### src/rtl/word_unpack_pkg.sv
// word_unpack_pkg: shared types and constants for the word_unpack byte reader.
//   BYTES_PER_WORD : bytes in a 32-bit word
//   byte_idx_t     : 2-bit byte index (0 = bits 7:0 ... 3 = bits 31:24)
//   state_t        : FSM encoding, IDLE = 0, SEND = 1
package word_unpack_pkg;
    localparam int BYTES_PER_WORD = 4;
    typedef logic [1:0] byte_idx_t;
    typedef enum logic {IDLE = 1'b0, SEND = 1'b1} state_t;
endpackage

### src/rtl/word_unpack_getb.sv
// word_unpack_getb: combinational get-byte, inverse of the byte-insert path.
//   word : 32-bit source word
//   idx  : byte index to extract
//   b    : word[8*idx+7 : 8*idx]
module word_unpack_getb
    import word_unpack_pkg::*;
(
    input  logic [31:0] word,
    input  byte_idx_t   idx,
    output logic [7:0]  b
);
    assign b = word[8*idx +: 8];
endmodule

### src/rtl/word_unpack.sv
// word_unpack: accepts a 32-bit word with start index and byte count, streams the
// selected bytes one per handshake.
//   clk, reset                      : clock, async active-high reset
//   in_valid/in_ready               : word request handshake
//   in_word, in_first, in_count     : word, first byte index, byte count minus 1
//   out_valid/out_ready             : byte stream handshake
//   out_byte, out_idx, out_last     : byte, its index in the word, final-byte flag
//   busy                            : high while a word is being sent
module word_unpack
    import word_unpack_pkg::*;
#(
    parameter int WIDTH = 32
) (
    input  logic             clk,
    input  logic             reset,
    input  logic             in_valid,
    output logic             in_ready,
    input  logic [WIDTH-1:0] in_word,
    input  byte_idx_t        in_first,
    input  logic [1:0]       in_count,
    output logic             out_valid,
    input  logic             out_ready,
    output logic [7:0]       out_byte,
    output byte_idx_t        out_idx,
    output logic             out_last,
    output logic             busy
);
    state_t          state, state_n;
    logic [WIDTH-1:0] word_q;
    byte_idx_t       idx_q;
    logic [1:0]      rem_q;
    logic            accept, fire, done;

    assign fire   = out_valid && out_ready;
    assign done   = fire && out_last;
    assign accept = in_valid && in_ready;

    always_ff @(posedge clk or posedge reset) begin
        if (reset) begin
            state  <= IDLE;
            word_q <= '0;
            idx_q  <= '0;
            rem_q  <= '0;
        end else begin
            state <= state_n;
            if (accept) begin
                word_q <= in_word;
                idx_q  <= in_first;
                rem_q  <= in_count;
            end else if (fire && !out_last) begin
                idx_q <= idx_q + 2'd1;
                rem_q <= rem_q - 2'd1;
            end
        end
    end

    // A new accept on the last byte's handshake reloads without a bubble.
    always_comb begin
        state_n = accept ? SEND : done ? IDLE : state;
    end

    always_comb begin
        out_valid = state == SEND;
        busy      = state == SEND;
        out_last  = state == SEND && rem_q == 2'd0;
        out_idx   = idx_q;
        in_ready  = state == IDLE || done;
    end

    word_unpack_getb u_getb (
        .word (word_q),
        .idx  (idx_q),
        .b    (out_byte)
    );
endmodule

### config.mk
export PLATFORM = sky130hd
export DESIGN_NAME = word_unpack
export DESIGN_NICKNAME = d
export VERILOG_FILES = /design/src/rtl/word_unpack_pkg.sv /design/src/rtl/word_unpack_getb.sv /design/src/rtl/word_unpack.sv
export SDC_FILE = /design/constraint.sdc
export NUM_CORES = 1
export LEC_CHECK = 0
export ABC_AREA = 1
export CORE_MARGIN = 5
export CORE_UTILIZATION = 48
export DETAILED_ROUTE_END_ITERATION = 16
export PLACE_DENSITY_LB_ADDON = 0.05
export SLEW_MARGIN = 20
export SYNTH_ARGS = -nofsm -noshare
export SYNTH_HDL_FRONTEND = slang
export SYNTH_HIERARCHICAL = 1
export SYNTH_SLANG_ARGS = --single-unit
### constraint.sdc
create_clock -name clk -period 1.65 [get_ports clk]
set_input_delay 0.2475 -clock clk [delete_from_list [all_inputs] [get_ports clk]]
set_output_delay 0.2475 -clock clk [all_outputs]
set_load 0.005 [all_outputs]
### Word level (Yosys, flattened, before mapping)

Cells that the tools add are included.

* $add $sub $neg: 2
* multipliers: 0
* div/mod/pow operators: 0
* magnitude comparators: 0
* equal/unequal tests: 0
* shift-type cells: 1
* multiplexer cells: 6
* bitwise operators: 1
* reductions and logical operators: 10

Operators by type and width (count)
* $shiftx A32 B6 Y8: 1
* $mux W2: 4
* $logic_and A1 B1 Y1: 5
* $reduce_bool A2 Y1: 2
* $add A2 B1 Y2 const B: 1
* $logic_not A2 Y1: 1
* $mux W1: 2
* $sub A2 B1 Y2 const B: 1
* $logic_not A1 Y1: 1
* $logic_or A1 B1 Y1: 1
* $not A1 Y1: 1

* register bits after elaboration: 37
* latch bits: 0
* bits in writable memories: 0
* memory bits (read-only): 0
* input port bits: 40
* word-level logic and storage cells: 24
* memories kept: 0

### Logic depth before layout (Yosys ltp)

* depth after elaboration: 6
* depth in mapped cells: 8
* depth with buffers taken out: 7

### By module

Netlist, hierarchy kept.

Modules (own cells, without submodules)
* word_unpack: instances 1, cells an instance 177, area each 1572.8 µm²
* word_unpack_getb: instances 1, cells an instance 94, area each 395.4 µm²

### Least setup slack after synthesis

No wires, ideal clock.

* kind: register to register
* from: register rem_q[0]
* to: register word_q[2]
* library setup time: 0.117 ns
* arrival: 1.098 ns
* required time: 1.533 ns
* setup slack: 0.435 ns
* stages on the path, launching flop included: 9
* buffers on the path: 2
* path through: dfrtp_1 -> inv_1 -> ha_1 -> nand2_1 -> nand2_2 -> buf_6 -> buf_6 -> nand3_1 -> nand2_1

* longest elaborated chain between the ends: 5

Ends and longest elaborated chain
* from (decl): RTL line word_unpack.sv:31 `logic [1:0] rem_q;`
* from (signal assigned): RTL line word_unpack.sv:49 `rem_q <= in_count;`
* from (signal assigned): RTL line word_unpack.sv:52 `rem_q <= rem_q - 2'd1;`
* $logic_not A2 Y1: RTL line word_unpack.sv:65 `out_last = state == SEND && rem_q == 2'd0;`
* $logic_and A1 B1 Y1: RTL line word_unpack.sv:65
* $logic_and A1 B1 Y1: RTL line word_unpack.sv:35 `assign done = fire && out_last;`
* $logic_or A1 B1 Y1: RTL line word_unpack.sv:67 `in_ready = state == IDLE || done;`
* $logic_and A1 B1 Y1: RTL line word_unpack.sv:36 `assign accept = in_valid && in_ready;`
* to (signal assigned): RTL line word_unpack.sv:47 `word_q <= in_word;`
* to (decl): RTL line word_unpack.sv:29 `logic [WIDTH-1:0] word_q;`

No other way between the ends.
A chain may end at the register's enable or synchronous reset.

### Final worst setup path

* from: register idx_q[0] (netlist: out_idx[0])
* to: output port out_idx[0]

RTL lines
* from (decl): RTL line word_unpack.sv:30 `byte_idx_t idx_q;`
* from (signal assigned): RTL line word_unpack.sv:48 `idx_q <= in_first;`
* from (signal assigned): RTL line word_unpack.sv:51 `idx_q <= idx_q + 2'd1;`
* to (decl): RTL line word_unpack.sv:24 `output byte_idx_t out_idx,`

No word-level cell between the ends.

==> results.txt <==
Post-CTS Setup Inserts - 0
Clk pwr share - 13.3%
P_sw - 0.001894 W
Core area - 4000 µm²
Sw Share - 41.09%
Layout Nets - 366
Distinct cells, synth - 13
Die W - 74.04 µm
Combinational share of power - 51.6%
FMAX - 0.6086 GHz
Synthesized area - 1968 µm²
Syn-to-layout area delta - 33.44%
Worst reg2reg path endpoint - word_q[18]
Multi-input logic area - 785.8 µm²
Fin. Hold Viols - 0
Total CTS buffers - 5
R2r setup slk - 0.16 ns
DRC Markers - 0
Largest net degree at the start of global routing - 38
Register bit total from synthesis - 37
Critical Path Start Type - register
Vias per cell - 4.859
Later-pin clock latency in the skew report - 0.28 ns
Post-Syn Nets - 312
Yosys warns - 6
Int Pwr - 0.002715 W
Hold buffer count at cts - 0
Fraction of layout cells with a size suffix above 1 - 8.282%
Reg2Reg Depth - 9
Worst-case clock buffer depth - 2
Ports - 54
Dpl cell area - 2527 µm²
Global-route wire length before repair - 7845 µm
Crit Path Max Fanout - 5
VDD IR-drop max - 0.001162 V
Outcome - finished clean
Row count - 23
Post-DP HPWL - 3319 µm
Clock Skews - 0.002558 ns
DR vias - 1827
Reg clk slew, reported paths - 0.07 ns
Post-Layout Inst Area - 2626 µm²
Port buffer count - 53
Setup_tns - 0 ns
Root Driver - clkbuf_8
CTS HTree Levels - 2
Setup crit end kind - output port
Commonest non-fill, non-tap cell in the layout - nand2_1
Synthesized instance count - 271
Critical R2R Launch - rem_q[0]
Clk sinks - 37
Final GP Congestion - 0.7556
WL per Instance - 12.60 µm
Fin. max-slew vios - 0
Routed Antenna Nets - 0
Total gr overflow - 0
GR Util All Layers - 18.66%
Crit path DAT - 1.40 ns
Post-CTS Resized - 14
Fill cells - 380
DRT Pass-1 Iters - 4
Leakage - 1.433 nW
Worst hold path class - input port to async pin
Max-slew headroom - 68.89%
Initial core utilization - 49.20%
Sequential power share - 35.2%
Number of max-cap violations - 0
Die Span Y - 74.04 µm
Final worst path period share - 99.58%
Pwr Density - 1755 nW/µm²
DR iter-0 viols - 103
WL final - 4738 µm
Worst Setup Path Type - register to output port
Register area share after synthesis - 47.04%
Final setup vio count - 0
# diodes - 0
Initial antenna violation count - 0
Most frequent cells in the layout - nand2_1 (112), nand3_1 (58), clkdlybuf4s50_1 (43), inv_1 (37), dfrtp_1 (36)
CTS tree - done
Sequential cell area - 927.1 µm²
Vias in the first global route - 1705
Crit path required time - 1.40 ns
Final worst path period need - 1.643 ns
Post-layout total power - 0.004609 W
Total die area - 5481 µm²
Slew @ Worst Pin - 0.4667 ns
Syn avg cell area - 7.263 µm²
RSZ-0062 raised after global routing - yes
-- metrics by stage --
stage	util (%)	cells	hold WS, ns	setup slack [ns]
global placement	63.18	368	0.4542	0.0008907
floorplan	-	271	0.3920	0.4354
CTS	65.06	376	0.3813	0.009572
detailed placement	63.18	368	0.4589	-0.006457
global route	65.66	376	0.4203	-0.04899
finish	65.66	376	0.3681	0.006909
-- worst max path at each step --
stage | startpoint | to | slack (ns)
finish | out_idx[0] | out_idx[0] | 0.007
global route | out_idx[0] | out_idx[0] | -0.05
CTS | out_idx[0] | out_byte[2] | 0.01
detailed placement | out_ready | word_q[18] | -0.006
global placement | out_ready | in_ready | 0.0009
floorplan | rem_q[0] | word_q[2] | 0.44
-- routing by layer --
layer	wire length, µm	track usage [%]	up-vias
met5	0	0	-
met4	76	7.847	0
met2	2243	29.23	50
met1	2088	25.21	839
met3	329	3.784	8
li1	-	-	930
-- cell usage after synthesis --
cell	count	area share, %
nand2_1	112	21
nand3_1	61	16
inv_1	39	7.4
dfrtp_1	37	47
buf_2	7	1.8
buf_6	5	2.9
buf_4	4	1.5
ha_1	1	0.64
inv_4	1	0.32
nand2_2	1	0.32
nand2_4	1	0.57
nor2_1	1	0.19
xor2_1	1	0.45
-- power groups by stage --
stage | combinational [W] | sequential (W) | clock (W)
finish | 0.00238 | 0.00162 | 0.000611
CTS | 0.00235 | 0.00161 | 0.000623
global route | 0.00275 | 0.00166 | 0.000653
global placement | 0.00244 | 0.00160 | 0
detailed placement | 0.00248 | 0.00161 | 0
floorplan | 0.00160 | 0.00156 | 0
-- cells by family (layout without fill, tap and decap cells) --
group	after synthesis	after routing	share of synthesized area (%)
adders and majority gates	1	1	0.6356
buffers and inverters	56	111	13.92
xor gates and xnor gates	1	1	0.4451
DFF	37	37	47.04
and+or+nand+nor	176	176	37.95
-- worst max-delay path, stage by stage (launching register included) --
cell,delay (ns)
dfrtp_2,0.45
buf_4,0.17
clkdlybuf4s50_1,0.50
-- state kept, by name, summed over array words and instances (netlist names) --
register	flops
word_q	32
busy	1
out_idx	2
rem_q	2
-- cell type report --
type | count | share of cell area [%]
well taps | 50 | 2.382
flip-flops and latches | 37 | 35.30
multi-input cells | 178 | 29.92
repair buffers | 63 | 23.44
inverters | 40 | 5.908
clock buffers | 8 | 3.049
Note: power is estimated with default switching activity, not from simulation.
